`config.mk`:
```
export PLATFORM = sky130hd
export DESIGN_NAME = uart_fifo_bridge
export DESIGN_NICKNAME = d
export VERILOG_FILES = /design/src/rtl/uart_fifo_bridge.sv
export SDC_FILE = /design/constraint.sdc
export NUM_CORES = 1
export LEC_CHECK = 0
export ABC_CLOCK_PERIOD_IN_PS = 5900
export BUFFER_PORTS_ARGS = -buffer_cell sky130_fd_sc_hd__buf_4
export CORE_MARGIN = 2
export CORE_UTILIZATION = 50
export DETAILED_ROUTE_END_ITERATION = 8
export GPL_TIMING_DRIVEN = 0
export HOLD_SLACK_MARGIN = 0.08
export PLACE_DENSITY_LB_ADDON = 0.08
export SLEW_MARGIN = 20
export SYNTH_ARGS = -nofsm -noshare
export SYNTH_HDL_FRONTEND = slang
export SYNTH_SLANG_ARGS = --single-unit
```
`constraint.sdc`:
```
create_clock -name clk -period 5.9 [get_ports clk]
set_clock_uncertainty 0.15 [all_clocks]
set_input_delay 0.59 -clock clk [delete_from_list [all_inputs] [get_ports clk]]
set_output_delay 0.59 -clock clk [all_outputs]
set_load 0.01 [all_outputs]
```
`src/rtl/uart_fifo_bridge.sv`:
```
// Host-side bridge between a byte UART and two FIFOs.
// The TX FIFO feeds a three-state send sequencer; the RX FIFO collects UART bytes
// for the host and presents its head first-word-fall-through.
module uart_fifo_bridge #(
   parameter int DEPTH = 16,
   parameter int AW    = 4
) (
   input  logic          clk,
   input  logic          rst,
   input  logic          tx_wr,
   input  logic [7:0]    tx_wdata,
   input  logic          rx_rd,
   output logic [7:0]    rx_rdata,
   input  logic          ovf_clr,
   output logic [AW:0]   tx_count,
   output logic [AW:0]   rx_count,
   output logic          tx_full,
   output logic          tx_empty,
   output logic          rx_full,
   output logic          rx_empty,
   output logic          tx_ovf,
   output logic          rx_ovf,
   output logic          irq,
   output logic [7:0]    uart_txdin,
   output logic          uart_txgo,
   input  logic          uart_txrdy,
   input  logic [7:0]    uart_rxdout,
   input  logic          uart_rxnew
);

   typedef enum logic [1:0] {IDLE, LOAD, BUSY} tx_state_e;

   tx_state_e         state_q, state_d;
   logic [7:0]        tx_mem_q [DEPTH];
   logic [7:0]        rx_mem_q [DEPTH];
   logic [AW-1:0]     tx_wptr_q, tx_wptr_d, tx_rptr_q, tx_rptr_d;
   logic [AW-1:0]     rx_wptr_q, rx_wptr_d, rx_rptr_q, rx_rptr_d;
   logic [AW:0]       tx_count_q, tx_count_d, rx_count_q, rx_count_d;
   logic              tx_full_q, tx_full_d, tx_empty_q, tx_empty_d;
   logic              rx_full_q, rx_full_d, rx_empty_q, rx_empty_d;
   logic              tx_ovf_q, tx_ovf_d, rx_ovf_q, rx_ovf_d;
   logic [7:0]        txdin_q, txdin_d;
   logic              tx_push, tx_pop, rx_push, rx_pop;

   // A full FIFO still accepts a push when the same cycle pops; an empty one ignores pops.
   always_comb begin
      tx_pop  = (state_q == IDLE) && !tx_empty_q && uart_txrdy;
      tx_push = tx_wr && (!tx_full_q || tx_pop);
      rx_pop  = rx_rd && !rx_empty_q;
      rx_push = uart_rxnew && (!rx_full_q || rx_pop);
   end

   // Pointer, occupancy, flag and overflow next-state for both FIFOs.
   always_comb begin
      tx_wptr_d  = tx_push ? tx_wptr_q + AW'(1) : tx_wptr_q;
      tx_rptr_d  = tx_pop  ? tx_rptr_q + AW'(1) : tx_rptr_q;
      rx_wptr_d  = rx_push ? rx_wptr_q + AW'(1) : rx_wptr_q;
      rx_rptr_d  = rx_pop  ? rx_rptr_q + AW'(1) : rx_rptr_q;
      tx_count_d = tx_count_q + (AW+1)'(tx_push) - (AW+1)'(tx_pop);
      rx_count_d = rx_count_q + (AW+1)'(rx_push) - (AW+1)'(rx_pop);
      tx_full_d  = (tx_count_d == (AW+1)'(DEPTH));
      rx_full_d  = (rx_count_d == (AW+1)'(DEPTH));
      tx_empty_d = (tx_count_d == '0);
      rx_empty_d = (rx_count_d == '0);
      // a new overflow event wins over a coincident clear
      tx_ovf_d   = (tx_wr && !tx_push) || (tx_ovf_q && !ovf_clr);
      rx_ovf_d   = (uart_rxnew && !rx_push) || (rx_ovf_q && !ovf_clr);
   end

   // Send sequencer: pop into the output register, strobe once, wait for the UART.
   always_comb begin
      state_d = state_q;
      txdin_d = txdin_q;
      case (state_q)
         IDLE: if (tx_pop) begin
            txdin_d = tx_mem_q[tx_rptr_q];
            state_d = LOAD;
         end
         LOAD: state_d = BUSY;
         BUSY: if (uart_txrdy) state_d = IDLE;
         default: state_d = IDLE;
      endcase
   end

   // Control state registers with synchronous reset.
   always_ff @(posedge clk) begin
      if (rst) begin
         state_q    <= IDLE;
         txdin_q    <= '0;
         tx_wptr_q  <= '0;
         tx_rptr_q  <= '0;
         rx_wptr_q  <= '0;
         rx_rptr_q  <= '0;
         tx_count_q <= '0;
         rx_count_q <= '0;
         tx_full_q  <= 1'b0;
         rx_full_q  <= 1'b0;
         tx_empty_q <= 1'b1;
         rx_empty_q <= 1'b1;
         tx_ovf_q   <= 1'b0;
         rx_ovf_q   <= 1'b0;
      end else begin
         state_q    <= state_d;
         txdin_q    <= txdin_d;
         tx_wptr_q  <= tx_wptr_d;
         tx_rptr_q  <= tx_rptr_d;
         rx_wptr_q  <= rx_wptr_d;
         rx_rptr_q  <= rx_rptr_d;
         tx_count_q <= tx_count_d;
         rx_count_q <= rx_count_d;
         tx_full_q  <= tx_full_d;
         rx_full_q  <= rx_full_d;
         tx_empty_q <= tx_empty_d;
         rx_empty_q <= rx_empty_d;
         tx_ovf_q   <= tx_ovf_d;
         rx_ovf_q   <= rx_ovf_d;
      end
   end

   // FIFO storage; contents need no reset because the pointers define validity.
   always_ff @(posedge clk) begin
      if (tx_push) tx_mem_q[tx_wptr_q] <= tx_wdata;
      if (rx_push) rx_mem_q[rx_wptr_q] <= uart_rxdout;
   end

   assign tx_count   = tx_count_q;
   assign rx_count   = rx_count_q;
   assign tx_full    = tx_full_q;
   assign tx_empty   = tx_empty_q;
   assign rx_full    = rx_full_q;
   assign rx_empty   = rx_empty_q;
   assign tx_ovf     = tx_ovf_q;
   assign rx_ovf     = rx_ovf_q;
   assign uart_txdin = txdin_q;
   assign uart_txgo  = (state_q == LOAD);
   assign rx_rdata   = rx_empty_q ? 8'h00 : rx_mem_q[rx_rptr_q];
   assign irq        = !rx_empty_q || tx_ovf_q || rx_ovf_q;

endmodule

```
Word level (Yosys, flattened, before mapping)
Memories as Yosys holds them, arrays and structs flattened. A register that Yosys moved wholly into a read port is not among the register bits.
Cells that the tools add are included.
Word-level totals
  register bits: 34
  memories: 2
  logic and storage cells: 66
  bits in writable memories: 256
  output and inout bits: 34
Memory list
  rx_mem_q: words 16, bits a word 8, rd ports 1, clocked after Yosys merged registers in 1, wr ports 1, line 35  | logic [7:0] rx_mem_q [DEPTH];
  tx_mem_q: words 16, bits a word 8, rd ports 1, clocked after Yosys merged registers in 1, wr ports 1, line 34  | logic [7:0] tx_mem_q [DEPTH];
Operators by class
  add/subtract/negate cells: 8
  muxes and demuxes: 10
  reductions and logical operators: 27
  equality and inequality tests: 6
Operator list (count)
  4-bit by 1-bit adder with 4-bit output (second input constant): 4
  5-bit by 1-bit adder with 5-bit output: 2
  5-bit equality test (second input constant): 2
  5-bit logical NOT: 2
  5-bit by 1-bit subtractor with 5-bit output: 2
  1-bit logical AND: 9
  4-bit two-way mux: 2
  8-bit two-way mux: 1
  1-bit logical NOT: 7
  1-bit logical OR: 6
  2-bit one-hot mux with 3 select lines: 1
  1-bit two-way mux: 4
  2-bit two-way mux: 2
  2-bit != test (second input constant): 2
  2-bit AND reduction: 2
  2-bit by 1-bit equality test with 1-bit output (second input constant): 1
  2-bit equality test (second input constant): 1
  2-bit logical NOT: 1

Longest topological paths before layout
Gate-level depths: netlist (run 1).
  depth in word-level cells: 8
  mapped depth: 12
  depth with buffers taken out: 12

Worst setup path after synthesis (run 1)
No wires, ideal clock.
  path type: input to register
  start: input port uart_txrdy
  end: register tx_empty_q, in the netlist tx_empty
  setup slack: 2616 ps
  stages on the path: 12
  buffers on the path: 1
  library setup time: 116 ps
  arrival time: 3018 ps
  cell sequence: or4b_1 -> buf_4 -> a21boi_4 -> inv_1 -> ha_1 -> inv_1 -> ha_1 -> fa_1 -> a21o_1 -> a21oi_1 -> xnor2_1 -> a31o_2
Between the ends
  cells in the longest elaborated chain, start to end: 6
Ends and longest elaborated chain
  start: declaration: line 26  | input logic uart_txrdy,
  1-bit logical AND *: line 47  | tx_pop = (state_q == IDLE) && !tx_empty_q && uart_txrdy;
  1-bit logical OR: line 48  | tx_push = tx_wr && (!tx_full_q || tx_pop);
  1-bit logical AND: line 48
  5-bit by 1-bit adder with 5-bit output: line 59  | tx_count_d = tx_count_q + (AW+1)'(tx_push) - (AW+1)'(tx_pop);
  5-bit by 1-bit subtractor with 5-bit output *: line 59
  5-bit logical NOT *: line 63  | tx_empty_d = (tx_count_d == '0);
  end signal: assignment: line 113  | tx_empty_q <= tx_empty_d;
  end: declaration: line 39  | logic tx_full_q, tx_full_d, tx_empty_q, tx_empty_d;
Every way passes the cells marked *; elsewhere a longest branch is shown, timed or not.
A chain may end at the register's enable or synchronous reset.

Worst setup path after layout (run 1)
  start: register rx_empty_q, in the netlist rx_empty
  end: register rx_full_q, in the netlist rx_full
Between the ends
  cells in the longest elaborated chain, start to end: 7
Ends and longest elaborated chain
  start: declaration: line 40  | logic rx_full_q, rx_full_d, rx_empty_q, rx_empty_d;
  start signal: assignment: line 114  | rx_empty_q <= rx_empty_d;
  1-bit logical NOT *: line 49  | rx_pop = rx_rd && !rx_empty_q;
  1-bit logical AND *: line 49
  1-bit logical OR: line 50  | rx_push = uart_rxnew && (!rx_full_q || rx_pop);
  1-bit logical AND: line 50
  5-bit by 1-bit adder with 5-bit output: line 60  | rx_count_d = rx_count_q + (AW+1)'(rx_push) - (AW+1)'(rx_pop);
  5-bit by 1-bit subtractor with 5-bit output *: line 60
  5-bit equality test *: line 62  | rx_full_d = (rx_count_d == (AW+1)'(DEPTH));
  end signal: assignment: line 112  | rx_full_q <= rx_full_d;
  end: declaration: line 40
Marks and branches as above.

==> results of run 1 <==
## placed cells by master, fill, tap and decap left out, drive strengths merged, types with 9 or more instances in the layout
master,count
xor2,13
inv,22
nor3,10
mux4,55
dfxtp,46
nand2,19
clkinv,14
buf,77
mux2i,39
clkbuf,51
nor2,51
nor2b,9
a21oi,11
edfxtp,256
ha,20
## flip-flops by register name (all words and copies together) (netlist names), named ones only
| register | count |
|---|---|
| rx_full | 1 |
| rx_count | 5 |
| tx_rptr_q | 4 |
| rx_empty | 1 |
| tx_ovf | 1 |
| rx_rptr_q | 4 |
| rx_mem_q | 128 |
| tx_count | 5 |
| tx_wptr_q | 4 |
| tx_empty | 1 |
| uart_txdin | 8 |
| state_q | 2 |
| tx_full | 1 |
| rx_ovf | 1 |
| rx_wptr_q | 4 |
| tx_mem_q | 128 |
## worst reg2reg max path, cell delays in order, from the launching register on
cell and delay (ns):
dfxtp_1 0.40, nand2b_1 0.26, a21boi_1 0.47, inv_1 0.09, ha_1 0.30, inv_1 0.05
ha_1 0.15, inv_1 0.05, fa_1 0.42, xnor2_1 0.18, or3b_2 0.45, a2111oi_0 0.46
## per-stage QoR
stage | instance area (µm²) | hold WS (ns)
after global routing | 13900 | 0.192
after CTS | 13900 | 0.156
after detailed placement | 12900 | 0.346
after global placement | 12800 | 0.337
after floorplan | 12000 | 0.318
final | 13900 | 0.187
## power breakdown
group / switching (mW) / internal [mW]
Sequential: 0.0735 / 2.44
Combinational: 0.576 / 0.514
Clock: 0.776 / 1.16
Total: 1.43 / 4.12
## routing by layer
metal | vias to the layer above | wire (µm) | track usage
met5 | - | 0 | 0
met3 | 39 | 1210 | 0.0284
met1 | 3090 | 10200 | 0.251
li1 | 2826 | - | -
met2 | 151 | 12100 | 0.334
met4 | 0 | 492 | 0.0529
## cells by family after synthesis
logic type,synth area share
xor gates and xnor gates,0.0153
and+or+nand+nor,0.0429
AOI/OAI and AO/OA,0.0401
DFF,0.717
buffers and inverters,0.0216
adders and majority gates,0.0242
muxes,0.139
## worst paths after layout
kind,startpoint,slack [ns],to
worst min register to register,rx_rptr_q[1],0.36,rx_rptr_q[1]
worst min-delay path,uart_rxnew,0.19,rx_ovf
worst max register to register,rx_empty,2.32,rx_full
worst max-delay path,rx_empty,2.32,rx_full
## area by class of cell
cell class,instances,area share
sequential,302,0.620
multi-input combinational,319,0.229
clock buffer,41,0.0600
timing repair buffer,56,0.0303
tap,319,0.0287
clock inverter,17,0.0134
buffer,31,0.0120
inverter,24,0.00666
==> run metrics, run 1 <==
status=finished clean; Die H=159 µm; Port Buffers=56; setup TNS=0 ns; CTS Buf Count=31; Core ar.=0.0235 mm²; Layout fillers=roughly 1800; Die X-Extent=159 µm; count leader, synth=edfxtp_1; CTS root buf=clkbuf_16; Required @ worst endpoint=about 6.2 ns; clk_lat worst skew=~0.55 ns; hold path depth=3; drt total wl=23.9 mm; fin crit share=0.606; post-CTS resize count=0; number of top-level pins=57; synth warn=0; final setup vio count=0; Worst setup SP type=flip-flop; Gate Count Post-Synth=~680; critical path's largest stage delay=between 0.4 and 0.5 ns; die area=0.0253 mm²; Syn Nets=between 700 and 800; Site Rows=56; initial DRC count=344; critical path cell sequence=nand2b_1, a21boi_1, inv_1, ha_1, inv_1, ha_1, inv_1, fa_1, xnor2_1, or3b_2, a2111oi_0; DRC Markers=0; worst-margin pin slew=around 0.93 ns; vias per cell=5.51; crit path time final=3.58 ns; top-area cell type share of the netlist area=0.640; Crit. End Element=flip-flop; area of the multi-input gates=0.00319 mm²; Top FF cell, synth=edfxtp_1; asr flop ratio synth=0; CP Buf/Inv Count=3; RSZ-0062 raised after global routing=no; final hold vios=0; Slew Limit Headroom=0.377; first-pass GRT wire length=around 37 mm; layout overhead on the synthesized area=15.6%; Worst VDD drop=0.000348 V; Critical Path Slowest Stage Cell=a21boi_1; Setup WS pre-CTS=2.13 ns; All-Layer GR Usage=0.191; initial antenna violation count=0; max-cap violations=0; delay-heaviest family, CP=compound AO/OA/AOI/OAI gates; most common library cells after synthesis=edfxtp_1, mux4_2, nor2_1; total grt overflow=0; Finished Layout Cells=1109; Yosys cell types=52; Storage cell area=0.00861 mm²; Leak=around 4.7 nW; post-detail-place hpwl=15.9 mm; crit-path most repeated cell=inv_1; hold_buf cts=0; vias in the first global route=around 6300; Synth Register Bits=302; H-tree Lvls=1; post-synth top area cell=edfxtp_1; clock sinks=302; Synth Cell Area=0.0120 mm²; GP Congestion=0.806; crit-path max FO=7; Hold Path Class=input port to flip-flop; Syn Area/Cell=17.8 µm²; ranking of synthesized cells by area=edfxtp_1, mux4_2, dfxtp_1, mux2i_1, ha_1; FF-to-FF path depth=11; Reg clk slew, reported paths=0.06 ns; register area share after synthesis=0.717; CTS tree=done; PD cells=399 mW/mm²; final core utilization=0.590; fin. max-slew vios=0; Post CTS Setup Buffer Count=0; EDFF count, synth=256; largest net degree at the start of global routing=17; DR pass1 iterations=5; Final Worst Setup Slack=2.32 ns; Via Count=6106; Tot Pwr=roughly 5.5 mW; nets@finish=~800; f_max=280 MHz; layout cells sized above 1=0.243; WL/cell=21.6 µm; CP Depth=11; WS Path Type=flip-flop to flip-flop; clock buffer depth=3; Placed Instances=1051; Worst Path Arrival=3.83 ns; Initial Util=0.510; Diodes inserted=0; Routed Antenna Nets=0
No activity file was read; power rests on OpenSTA's default activity.
==> inputs of run 2 (changes only) <==
--- a/config.mk
+++ b/config.mk
@@ -5,7 +5,7 @@
 export SDC_FILE = /design/constraint.sdc
 export NUM_CORES = 1
 export LEC_CHECK = 0
-export ABC_CLOCK_PERIOD_IN_PS = 5900
+export ABC_CLOCK_PERIOD_IN_PS = 3200
 export BUFFER_PORTS_ARGS = -buffer_cell sky130_fd_sc_hd__buf_4
 export CORE_MARGIN = 2
 export CORE_UTILIZATION = 50
==> constraint.sdc (replaced) <==
create_clock -name clk -period 3.2 [get_ports clk]
set_clock_uncertainty 0.15 [all_clocks]
set_input_delay 0.32 -clock clk [delete_from_list [all_inputs] [get_ports clk]]
set_output_delay 0.32 -clock clk [all_outputs]
set_load 0.01 [all_outputs]
==> run metrics, run 2 (synthesis results as in run 1) <==
layout cells sized above 1=0.250 (+0.00727); initial DRC count=371 (+7.8%); Die X-Extent=159 µm (unchanged); FF-to-FF path depth=12 (+1); met1 WL=10.1 mm (-0.88%); vias in the first global route=6385 (+1.7%); Worst setup SP type=input port; clock sinks=302 (unchanged); met2 WL=12.3 mm (+1.7%); Initial Util=0.510 (unchanged); Hold Path Class=flip-flop to flip-flop; status=finished clean; most common cell after layout, fill and taps aside=edfxtp_1; Worst Path Arrival=3.38 ns (-0.45 ns); CTS tree=done; Worst VDD drop=0.000625 V (+80%); GP Congestion=0.806 (unchanged); worst-margin pin slew=0.906 ns (-0.0252 ns); H-tree Lvls=1 (unchanged); WL/cell=21.3 µm (-1.4%); layout overhead on the synthesized area=18.1%; clk_lat worst skew=0.55 ns (about the same); initial antenna violation count=0 (unchanged); All-Layer GR Usage=0.192 (+0.00142); Die H=159 µm (unchanged); post-detail-place hpwl=15.9 mm (unchanged); PD cells=729 mW/mm² (+83%); CTS root buf=clkbuf_16; Crit. End Element=flip-flop; Port Buffers=56 (unchanged); final setup vio count=0 (unchanged); final core utilization=0.603 (+0.0126); hold path depth=2 (-1); DRC Markers=0 (unchanged); largest net degree at the start of global routing=17 (unchanged); DR pass1 iterations=5 (unchanged); final hold vios=0 (unchanged); nets@finish=835 (+3.1%); Via Count=6185 (+1.3%); Diodes inserted=0 (unchanged); fin. max-slew vios=0 (unchanged); CTS Buf Count=31 (unchanged); WS Path Type=input port to flip-flop; crit-path max FO=6 (-1); Finished Layout Cells=1134 (+2.3%); Routed Antenna Nets=0 (unchanged); most frequent cells in the layout=edfxtp_1, buf_4, mux4_2; vias per cell=5.45 (-0.94%); fin crit share=0.964; die area=0.0253 mm² (unchanged); Placed Instances=1051 (unchanged); Max Used Layer=met4; f_max=324 MHz; first-pass GRT wire length=37.1 mm (+0.84%); Site Rows=56 (unchanged); WL met3=1.29 mm (+6.6%); Required @ worst endpoint=3.49 ns (-2.66 ns); Slew Limit Headroom=0.394 (+0.0169); total grt overflow=0 (unchanged); clock buffer depth=3 (unchanged); RSZ-0062 raised after global routing=yes; Leak=4.84 nW (+2.5%); Core ar.=0.0235 mm² (unchanged); max-cap violations=0 (unchanged); Reg clk slew, reported paths=0.06 ns (about the same); number of top-level pins=57 (unchanged); crit path time final=3.08 ns; drt total wl=24.1 mm (+0.87%)
## run 2: stage by stage
step	cell area [µm²]	setup WS [ns]	hold slack, ns	total power, mW	setup TNS, ns
after detailed placement	12900	-0.430	0.346	6.74	-0.696
after global routing	14200	-0.0118	0.372	10.8	-0.0118
after floorplan	12000	0.121	0.269	6.06	0
after CTS	14200	0.0108	0.355	10.4	0
after global placement	12800	-0.369	0.337	6.68	-0.492
final	14200	0.116	0.357	10.3	0
## run 2: repair_timing
action                                  in CTS  in global routing
hold buffers                                23                  0
pin swaps                                    2                  2
hold endpoints to repair                   269                  0
endpoints found under the setup margin       5                  6
resized for setup                            7                  7
setup buffers                                1                  1
## run 2: final timing paths
kind,from,to,slack (ns)
setup reg to reg,state_q[1],tx_empty,0.12
hold / removal,rx_rptr_q[1],rx_rptr_q[1],0.36
setup / recovery,uart_txrdy,tx_empty,0.12
hold reg to reg,rx_rptr_q[1],rx_rptr_q[1],0.36
## run 2: power by group
part	leakage [nW]	internal [mW]	switching, mW
sequential	2.69	4.50	0.139
combinational	1.65	1.01	1.11
clock	0.501	2.14	1.43
total	4.84	7.66	2.68
## run 2: layer usage
metal | up-vias | global-route usage
li1 | 2871 | -
met1 | 3111 | 0.253
met2 | 162 | 0.337
met3 | 41 | 0.0276
met4 | 0 | 0.0529
met5 | - | 0
## run 2: cell type report
class / count / area, µm²
inverter: 24 / 96.3
sequential: 302 / 8610
clock buffer: 41 / 833
fill: 1790 / 9350
tap: 319 / 399
multi-input combinational: 319 / 3230
timing repair buffer: 81 / 666
buffer: 31 / 168
clock inverter: 17 / 186
## run 2: worst max-delay path: stages
cell,delay (ns)
dlygate4sd3_1,0.53
buf_4,0.11
or4b_1,0.42
buf_4,0.19
a21boi_4,0.14
inv_1,0.05
ha_1,0.27
inv_1,0.04
ha_1,0.21
fa_2,0.39
a21o_1,0.18
a21oi_2,0.17
xnor2_2,0.12
a31o_2,0.24
==> inputs of run 3 (changes only) <==
--- a/config.mk
+++ b/config.mk
@@ -5,6 +5,7 @@
 export SDC_FILE = /design/constraint.sdc
 export NUM_CORES = 1
 export LEC_CHECK = 0
+export ABC_AREA = 1
 export ABC_CLOCK_PERIOD_IN_PS = 3200
 export BUFFER_PORTS_ARGS = -buffer_cell sky130_fd_sc_hd__buf_4
 export CORE_MARGIN = 2
==> run metrics, run 3 <==
status=finished clean; worst-margin pin slew=0.932 ns (+0.0263 ns); Crit. End Element=output pin; synth warn=0 (unchanged); crit path time final=2.85 ns (-0.230 ns); asr flop ratio synth=0 (unchanged); initial antenna violation count=0 (unchanged); Site Rows=58 (+3.6%); Initial Util=0.507 (-0.00283); Synth Register Bits=302 (unchanged); Top FF cell, synth=edfxtp_1; Worst Path Arrival=2.38 ns (-1.00 ns); layout overhead on the synthesized area=17.2%; All-Layer GR Usage=0.242 (+0.0499); Die H=164 µm (+2.9%); CTS root buf=clkbuf_16; vias in the first global route=8242 (+29%); Hold Path Class=flip-flop to flip-flop; ranking of synthesized cells by area=edfxtp_1, nand2_1, dfxtp_1, nor2_1, nand3_1; Die X-Extent=164 µm (+2.9%); WS Path Type=flip-flop to output pin; Port Buffers=56 (unchanged); critical path cell sequence=inv_1, clkbuf_1, o21ai_0, nand3_1, nand3_1, a21oi_1, buf_4; crit-path most repeated cell=nand3_1; WL/cell=18.6 µm (-12%); die area=0.0268 mm² (+5.9%); cell area after layout=0.0149 mm² (+5.2%); CTS Buf Count=34 (+9.7%); Slew Limit Headroom=0.376 (-0.0176); fin crit share=0.892 (-0.0718); Worst VDD drop=0.000507 V (-19%); total grt overflow=0 (unchanged); setup TNS=0 ns (unchanged); register area share after synthesis=0.676 (-0.0410); critical path's largest stage delay=0.44 ns (-0.09 ns); f_max=350 MHz (+8.0%); Worst setup SP type=flip-flop; clk_lat worst skew=0.50 ns (-0.05 ns); largest net degree at the start of global routing=17 (unchanged); clock sinks=302 (unchanged); first-pass GRT wire length=47.9 mm (+29%); Critical Path Slowest Stage Cell=clkbuf_1; Core ar.=0.0251 mm² (+6.7%); nets@finish=1386 (+66%); max-cap violations=0 (unchanged); number of top-level pins=57 (unchanged); clock buffer depth=3 (unchanged); drt total wl=31.6 mm (+31%); PD cells=744 mW/mm² (+2.1%); RSZ-0062 raised after global routing=no; most common cell after layout, fill and taps aside=edfxtp_1; layout cells sized above 1=0.108 (-0.142); DR pass1 iterations=5 (unchanged); Required @ worst endpoint=2.73 ns (-0.76 ns); Layout fillers=2174 (+21%); Yosys cell types=27 (-48%); post-synth top area cell=edfxtp_1; Routed Antenna Nets=0 (unchanged); Leak=5.96 nW (+23%); EDFF count, synth=256 (unchanged); most common library cells after synthesis=edfxtp_1, nand2_1, nor2_1; crit-path max FO=10 (+4); Syn Nets=1267 (+76%); count leader, synth=edfxtp_1; initial DRC count=928 (+150%); vias per cell=5.21 (-4.5%); final hold vios=0 (unchanged); post-detail-place hpwl=21.1 mm (+33%); top-area cell type share of the netlist area=0.603 (-0.0366); H-tree Lvls=2 (+1); most frequent cells in the layout=edfxtp_1, nand2_1, nor2_1; Synth Cell Area=0.0127 mm² (+6.1%); final setup vio count=0 (unchanged); Diodes inserted=0 (unchanged); DRC Markers=0 (unchanged); DP Area=0.0136 mm² (+5.5%); Reg clk slew, reported paths=0.06 ns (about the same); Syn Area/Cell=10.4 µm² (-41%); Via Count=8836 (+43%); fin. max-slew vios=0 (unchanged); CTS tree=done; GP Congestion=0.908 (+13%); Gate Count Post-Synth=1222 (+81%)
run 3: cell count changes after synthesis, moves of 48 or more:
cell / change
inv_1: +107
mux4_2: -55
nand2_1: +233
nand3_1: +136
nor2_1: +141
o21ai_0: +48
run 3: area by class of cell:
cell class	instances	area, µm²	share of cell area
clock buffer	46	970	0.0649
timing repair buffer	83	686	0.0459
sequential	302	8610	0.576
multi-input combinational	733	3350	0.224
clock inverter	15	120	0.00804
buffer	55	290	0.0194
tap	330	413	0.0276
inverter	132	499	0.0334
run 3: final timing paths:
kind	startpoint	to	slack (ns)	cells past startpoint
min reg2reg	state_q[1]	state_q[1]	0.34	1
max reg2reg	rx_empty	rx_empty	0.43	14
min	state_q[1]	state_q[1]	0.34	1
max	flip-flop	rx_rdata[1]	0.35	7
run 3: layer usage:
metal / track usage / share of wire / up-vias
li1: - / - / 4302
met5: 0 / 0 / -
met1: 0.379 / 0.46 / 4164
met4: 0.0490 / 0.013 / 0
met2: 0.346 / 0.43 / 337
met3: 0.0543 / 0.093 / 33
run 3: timing repair:
item | 4_1_cts | 5_1_grt
gates resized for setup | 0 | 1
setup buffers | 0 | 2
setup endpoints to repair | 0 | 3
hold buffers | 25 | 0
hold endpoints to repair | 266 | 0
run 3: power by group:
part | total (mW) | internal (mW) | switching [mW]
combinational | 2.72 | 0.968 | 1.75
sequential | 4.64 | 4.51 | 0.128
clock | 3.76 | 2.28 | 1.48
run 3: worst max-delay path, delay by kind of cell, from the launching register on:
| kind | cells | cell delay (ns) |
|---|---|---|
| simple gates | 2 | 0.26 |
| compound gates | 2 | 0.45 |
| flops | 1 | 0.35 |
| buf+inv | 3 | 0.83 |
run 3: metrics by stage:
step | std cells | setup slack, ns | hold WS, ns | util | power [mW]
4_1_cts | 1694 | 0.0493 | 0.334 | 0.594 | 11.2
6_report | 1696 | 0.345 | 0.336 | 0.595 | 11.1
3_5_place_dp | 1608 | 0.103 | 0.320 | 0.541 | 7.37
3_3_place_gp | 1608 | 0.120 | 0.310 | 0.541 | 7.35
5_1_grt | 1696 | 0.140 | 0.357 | 0.595 | 11.7
2_1_floorplan | 1222 | 0.646 | 0.269 | - | 6.38
run 3: cells by family after synthesis:
family,Yosys count,share of synthesized area
compound gates,103,0.0412
xor+xnor,9,0.00619
fa+ha+maj,22,0.0228
flops,302,0.676
buf+inv,187,0.0617
simple gates,599,0.192
